--- config.mk ---
export PLATFORM = sky130hd
export DESIGN_NAME = hazard_ctrl
export DESIGN_NICKNAME = d
export VERILOG_FILES = /design/src/rtl/hazard_ctrl.sv
export SDC_FILE = /design/constraint.sdc
export NUM_CORES = 1
export LEC_CHECK = 0
export BUFFER_PORTS_ARGS = -buffer_cell sky130_fd_sc_hd__clkbuf_2
export CAP_MARGIN = 10
export CELL_PAD_IN_SITES_DETAIL_PLACEMENT = 0
export CELL_PAD_IN_SITES_GLOBAL_PLACEMENT = 1
export CORE_MARGIN = 4
export CORE_UTILIZATION = 30
export DETAILED_ROUTE_END_ITERATION = 8
export PLACE_DENSITY_LB_ADDON = 0.1
export SLEW_MARGIN = 25
export SYNTH_ARGS = -nofsm -noshare
export SYNTH_HDL_FRONTEND = slang
export SYNTH_SLANG_ARGS = --single-unit
export TNS_END_PERCENT = 100
--- constraint.sdc ---
create_clock -name clk -period 2.1 [get_ports clk]
set_input_delay 0.21 -clock clk [delete_from_list [all_inputs] [get_ports clk]]
set_output_delay 0.21 -clock clk [all_outputs]
set_load 0.005 [all_outputs]
--- src/rtl/hazard_ctrl.sv ---
// Pipeline hazard controller: load-use stall, branch flush, memory-wait freeze,
// EX operand forwarding, plus stall/flush statistics and a sticky memory timeout.
module hazard_ctrl (
  input  logic        clk,
  input  logic        rst,
  input  logic [4:0]  rs1_ID,
  input  logic [4:0]  rs2_ID,
  input  logic        rs1_used,
  input  logic        rs2_used,
  input  logic [4:0]  rs1_EX,
  input  logic [4:0]  rs2_EX,
  input  logic [4:0]  rd_EX,
  input  logic        RegWrite_EX,
  input  logic        DatatoReg_EX,
  input  logic [4:0]  rd_MEM,
  input  logic        RegWrite_MEM,
  input  logic        DatatoReg_MEM,
  input  logic [4:0]  rd_WB,
  input  logic        RegWrite_WB,
  input  logic        branch_taken_EX,
  input  logic        mem_req_MEM,
  input  logic        mem_ack,
  output logic        PC_EN,
  output logic        IFID_EN,
  output logic        IFID_flush,
  output logic        IDEX_EN,
  output logic        IDEX_flush,
  output logic        EXMEM_EN,
  output logic        MEMWB_EN,
  output logic [1:0]  fwd_A,
  output logic [1:0]  fwd_B,
  output logic [31:0] stall_cnt,
  output logic [15:0] flush_cnt,
  output logic        mem_err
);

  typedef enum logic {RUN = 1'b0, MWAIT = 1'b1} state_t;

  state_t      state_reg, state_next;
  logic [7:0]  wait_cnt_reg;
  logic [31:0] stall_cnt_reg;
  logic [15:0] flush_cnt_reg;
  logic        mem_err_reg;

  logic ms, br, lu;

  // Hazard conditions; memory stall dominates everything else.
  assign ms = mem_req_MEM & ~mem_ack;
  assign br = branch_taken_EX;
  assign lu = DatatoReg_EX & RegWrite_EX & (rd_EX != 5'd0) &
              ((rs1_used & (rs1_ID == rd_EX)) | (rs2_used & (rs2_ID == rd_EX)));

  // Forwarding: one identical selector per EX operand. Loads in MEM have no
  // data yet, so only ALU results are taken from EX/MEM.
  logic [4:0] rs_ex [2];
  assign rs_ex[0] = rs1_EX;
  assign rs_ex[1] = rs2_EX;

  genvar gi;
  generate
    for (gi = 0; gi < 2; gi++) begin : g_fwd
      logic [1:0] sel;
      // Pick the youngest in-flight producer of this operand.
      always_comb begin
        sel = 2'b00;
        if (RegWrite_MEM && !DatatoReg_MEM && (rd_MEM != 5'd0) && (rd_MEM == rs_ex[gi]))
          sel = 2'b01;
        else if (RegWrite_WB && (rd_WB != 5'd0) && (rd_WB == rs_ex[gi]))
          sel = 2'b10;
      end
    end
  endgenerate

  assign fwd_A = g_fwd[0].sel;
  assign fwd_B = g_fwd[1].sel;

  // State register.
  always_ff @(posedge clk or posedge rst) begin
    if (rst) state_reg <= RUN;
    else     state_reg <= state_next;
  end

  // Next state: enter MWAIT on a stalled access, leave once it completes or drops.
  always_comb begin
    state_next = state_reg;
    case (state_reg)
      RUN:     if (ms) state_next = MWAIT;
      MWAIT:   if (mem_ack || !mem_req_MEM) state_next = RUN;
      default: state_next = RUN;
    endcase
  end

  // Pipeline register controls, strictly prioritised freeze > flush > bubble.
  always_comb begin
    PC_EN      = 1'b1;
    IFID_EN    = 1'b1;
    IFID_flush = 1'b0;
    IDEX_EN    = 1'b1;
    IDEX_flush = 1'b0;
    EXMEM_EN   = 1'b1;
    MEMWB_EN   = 1'b1;
    if (ms) begin
      PC_EN    = 1'b0;
      IFID_EN  = 1'b0;
      IDEX_EN  = 1'b0;
      EXMEM_EN = 1'b0;
      MEMWB_EN = 1'b0;
    end else if (br) begin
      IFID_flush = 1'b1;
      IDEX_flush = 1'b1;
    end else if (lu) begin
      PC_EN      = 1'b0;
      IFID_EN    = 1'b0;
      IDEX_flush = 1'b1;
    end
  end

  // Wait timer, timeout flag and statistics counters.
  always_ff @(posedge clk or posedge rst) begin
    if (rst) begin
      wait_cnt_reg  <= 8'd0;
      stall_cnt_reg <= 32'd0;
      flush_cnt_reg <= 16'd0;
      mem_err_reg   <= 1'b0;
    end else begin
      if (state_reg == MWAIT && state_next == MWAIT) begin
        if (ms && wait_cnt_reg != 8'hFF) wait_cnt_reg <= wait_cnt_reg + 8'd1;
      end else begin
        wait_cnt_reg <= 8'd0;
      end
      if (state_reg == MWAIT && ms && wait_cnt_reg == 8'hFE) mem_err_reg <= 1'b1;
      if ((ms || (lu && !br)) && stall_cnt_reg != 32'hFFFF_FFFF)
        stall_cnt_reg <= stall_cnt_reg + 32'd1;
      if (br && !ms) flush_cnt_reg <= flush_cnt_reg + 16'd1;
    end
  end

  assign stall_cnt = stall_cnt_reg;
  assign flush_cnt = flush_cnt_reg;
  assign mem_err   = mem_err_reg;

endmodule

==> run metrics <==
number of fill cells=1043; TritonCTS clock tree=yes; # placed instances=about 570; Fin Setup TNS=0 ps; die height=around 110 µm; first-pass GRT wire length=between 10000 and 15000 µm; slew of the pin with the lowest slew margin=between 300 and 400 ps; Slew Viols, Final=0; Leakage Power=about 2.2 nW; run status=finished, final reports clean; Longest Clk Path Bufs=2; Routed Antenna Nets=0; Initial Utilization=between 30% and 40%; PortBufs=roughly 110; Post-Layout Cell Count=approximately 590; CORE AREA=roughly 11000 µm²; Largest register FFs=32; Routed WL=8300 µm; GRT overflow=0; Max transition margin=74.3%; Post-Syn Area=about 3300 µm²; via count=between 2000 and 3000; largest net degree at the start of global routing=59; RSZ-0062 raised after global routing=no; Peak VDD IR=0.309 mV; H-tree levels=3; synthesis warning total=0; Post-synth EDFFs=0; crit start category=register; Clock Latency Late Sink=340 ps; Synth area leaders=dfrtp_1 (44%), xor2_1 (11%), xnor2_1 (9.1%); GPL Wtd Cong=roughly 0.76; leading area contributor after synthesis=dfrtp_1; CP max FO=5; Nets=~500; final hold vios=0; DR pass1 iterations=5; asr flop ratio synth=100%; IO Pins=107; design area=between 4000 and 5000 µm²; Synth Register Bits=58; share of cells above drive strength 1=around 36%; most common cell after layout, fill and taps aside=clkbuf_2; Die ar.=about 13000 µm²; initial DRC count=99; syn_area_per_cell=10.3 µm²; share of the synthesized area in the top cell type=around 44%; cell count after synthesis=319; f_max=522 MHz; most frequent cells in the layout=clkbuf_2 (106), dfrtp_1 (58), xor2_1 (43); row count=37; Area after DPL=a little over 4000 µm²; Root Driver=clkbuf_8; Synth Flop Type=dfrtp_1; Crit Path Category=reg2reg; endpoint class of the critical path=register; period utilization=slightly above 90%; Req. time, crit path=approximately 2300 ps; post-route minimum period=1920 ps; vias in the first global route=2849; WP data arrival=roughly 2200 ps; synth unique cells=46; syn nets=370; DRC violations left=0; Via density=about 4.7; die width=roughly 110 µm; Max Clock Skew=roughly 8.4 ps; Max Cap Viol=0; ANT cells=0; Routed WL per cell=approximately 14 µm; P&R area growth vs syn=32.1%; Setup-failing EPs final=0; Clk pin slew, worst setup/hold paths=70 ps; Clock Sinks=58; CTS Buf Count=9; post-CTS setup buffers=0; power density cells=between 700 and 800 nW/µm²; antenna violations before repair=0; All-Layer GR Usage=13.5%; DP HPWL=6460 µm; Seq/Total Area, Yosys=44.1%; Hold Crit Class=in2reg
-- critical path: stages, from the launching register on --
cell     delay [ps]
dfrtp_1         440
nand4_2         230
nor4_4          340
nand3_1         250
nor4_4          210
mux2_1          340
-- cells in the mapped netlist (3+ instances only) --
library cell  instances
buf_4                 5
nor4_1                7
nor3_2                4
nor2_1               25
xor2_1               43
ha_1                  4
and3_1                4
nand2_1              24
o21ai_0               3
inv_1                12
dfrtp_1              58
nand4_1              11
or4_1                 5
xnor2_1              34
nand3_1              29
mux2_1                3
nor3_1               14
-- worst paths after layout --
path / startpoint / endpoint / slack [ps] / depth (start not counted)
max: stall_cnt[6] / stall_cnt[31] / 180 / 5
min: mem_req_MEM / state_reg / 320 / 4
max reg2reg: stall_cnt[6] / stall_cnt[31] / 180 / 5
min reg2reg: mem_err / mem_err / 470 / 1
max in group asynchronous: rst / stall_cnt[1] / 1380 / 4
min in group asynchronous: rst / flush_cnt[14] / 450 / 4
-- cells by family after synthesis --
family	after synthesis	synth area share, %
AND/OR/NAND/NOR	142	25.8
XOR/XNOR	77	20.5
flip-flops	58	44.1
buffers and inverters	19	2.81
AO/OA/AOI/OAI	14	3.54
multiplexers	5	1.67
adder cells (fa/ha/maj)	4	1.52
-- stage by stage --
step | setup WS [ps] | power [mW] | hold WS, ps | util, %
finish | 183 | 3.16 | 317 | 41.4
global placement | 89.7 | 2.01 | 286 | 39.0
floorplan | 177 | 1.66 | 460 | -
CTS | 63.7 | 3.23 | 302 | 41.2
global route | 46.9 | 3.34 | 330 | 41.4
detailed placement | 27.5 | 2.01 | 284 | 39.0
-- what timing repair did --
action                                 in CTS  in global routing
hold buffers                                1                  0
setup endpoints to repair                   0                  1
endpoints found under the hold margin      58                  0
resized for setup                           0                  2
-- report_power, final --
group          total, mW  internal (mW)  switching (mW)
logic              0.643          0.309           0.334
registers           1.33           1.22           0.113
clock network       1.19          0.702           0.484
-- metal layers --
metal / up-vias / track usage [%] / share of wire (%)
met5: - / 0 / 0
met4: 0 / 4.17 / 1.3
met3: 8 / 4.28 / 6.2
met2: 75 / 22.2 / 47
met1: 1287 / 17.0 / 45
li1: 1371 / - / -
-- final cells by class --
type | count | area (µm²) | share of cell area (%)
clock buffers | 10 | 138 | 3.17
clock inverters | 6 | 88.8 | 2.04
inverters | 12 | 45.0 | 1.04
multi-input cells | 242 | 1760 | 40.5
flip-flops and latches | 58 | 1450 | 33.4
well taps | 136 | 170 | 3.91
repair buffers | 124 | 693 | 15.9
(Power assumes the default switching activity.)
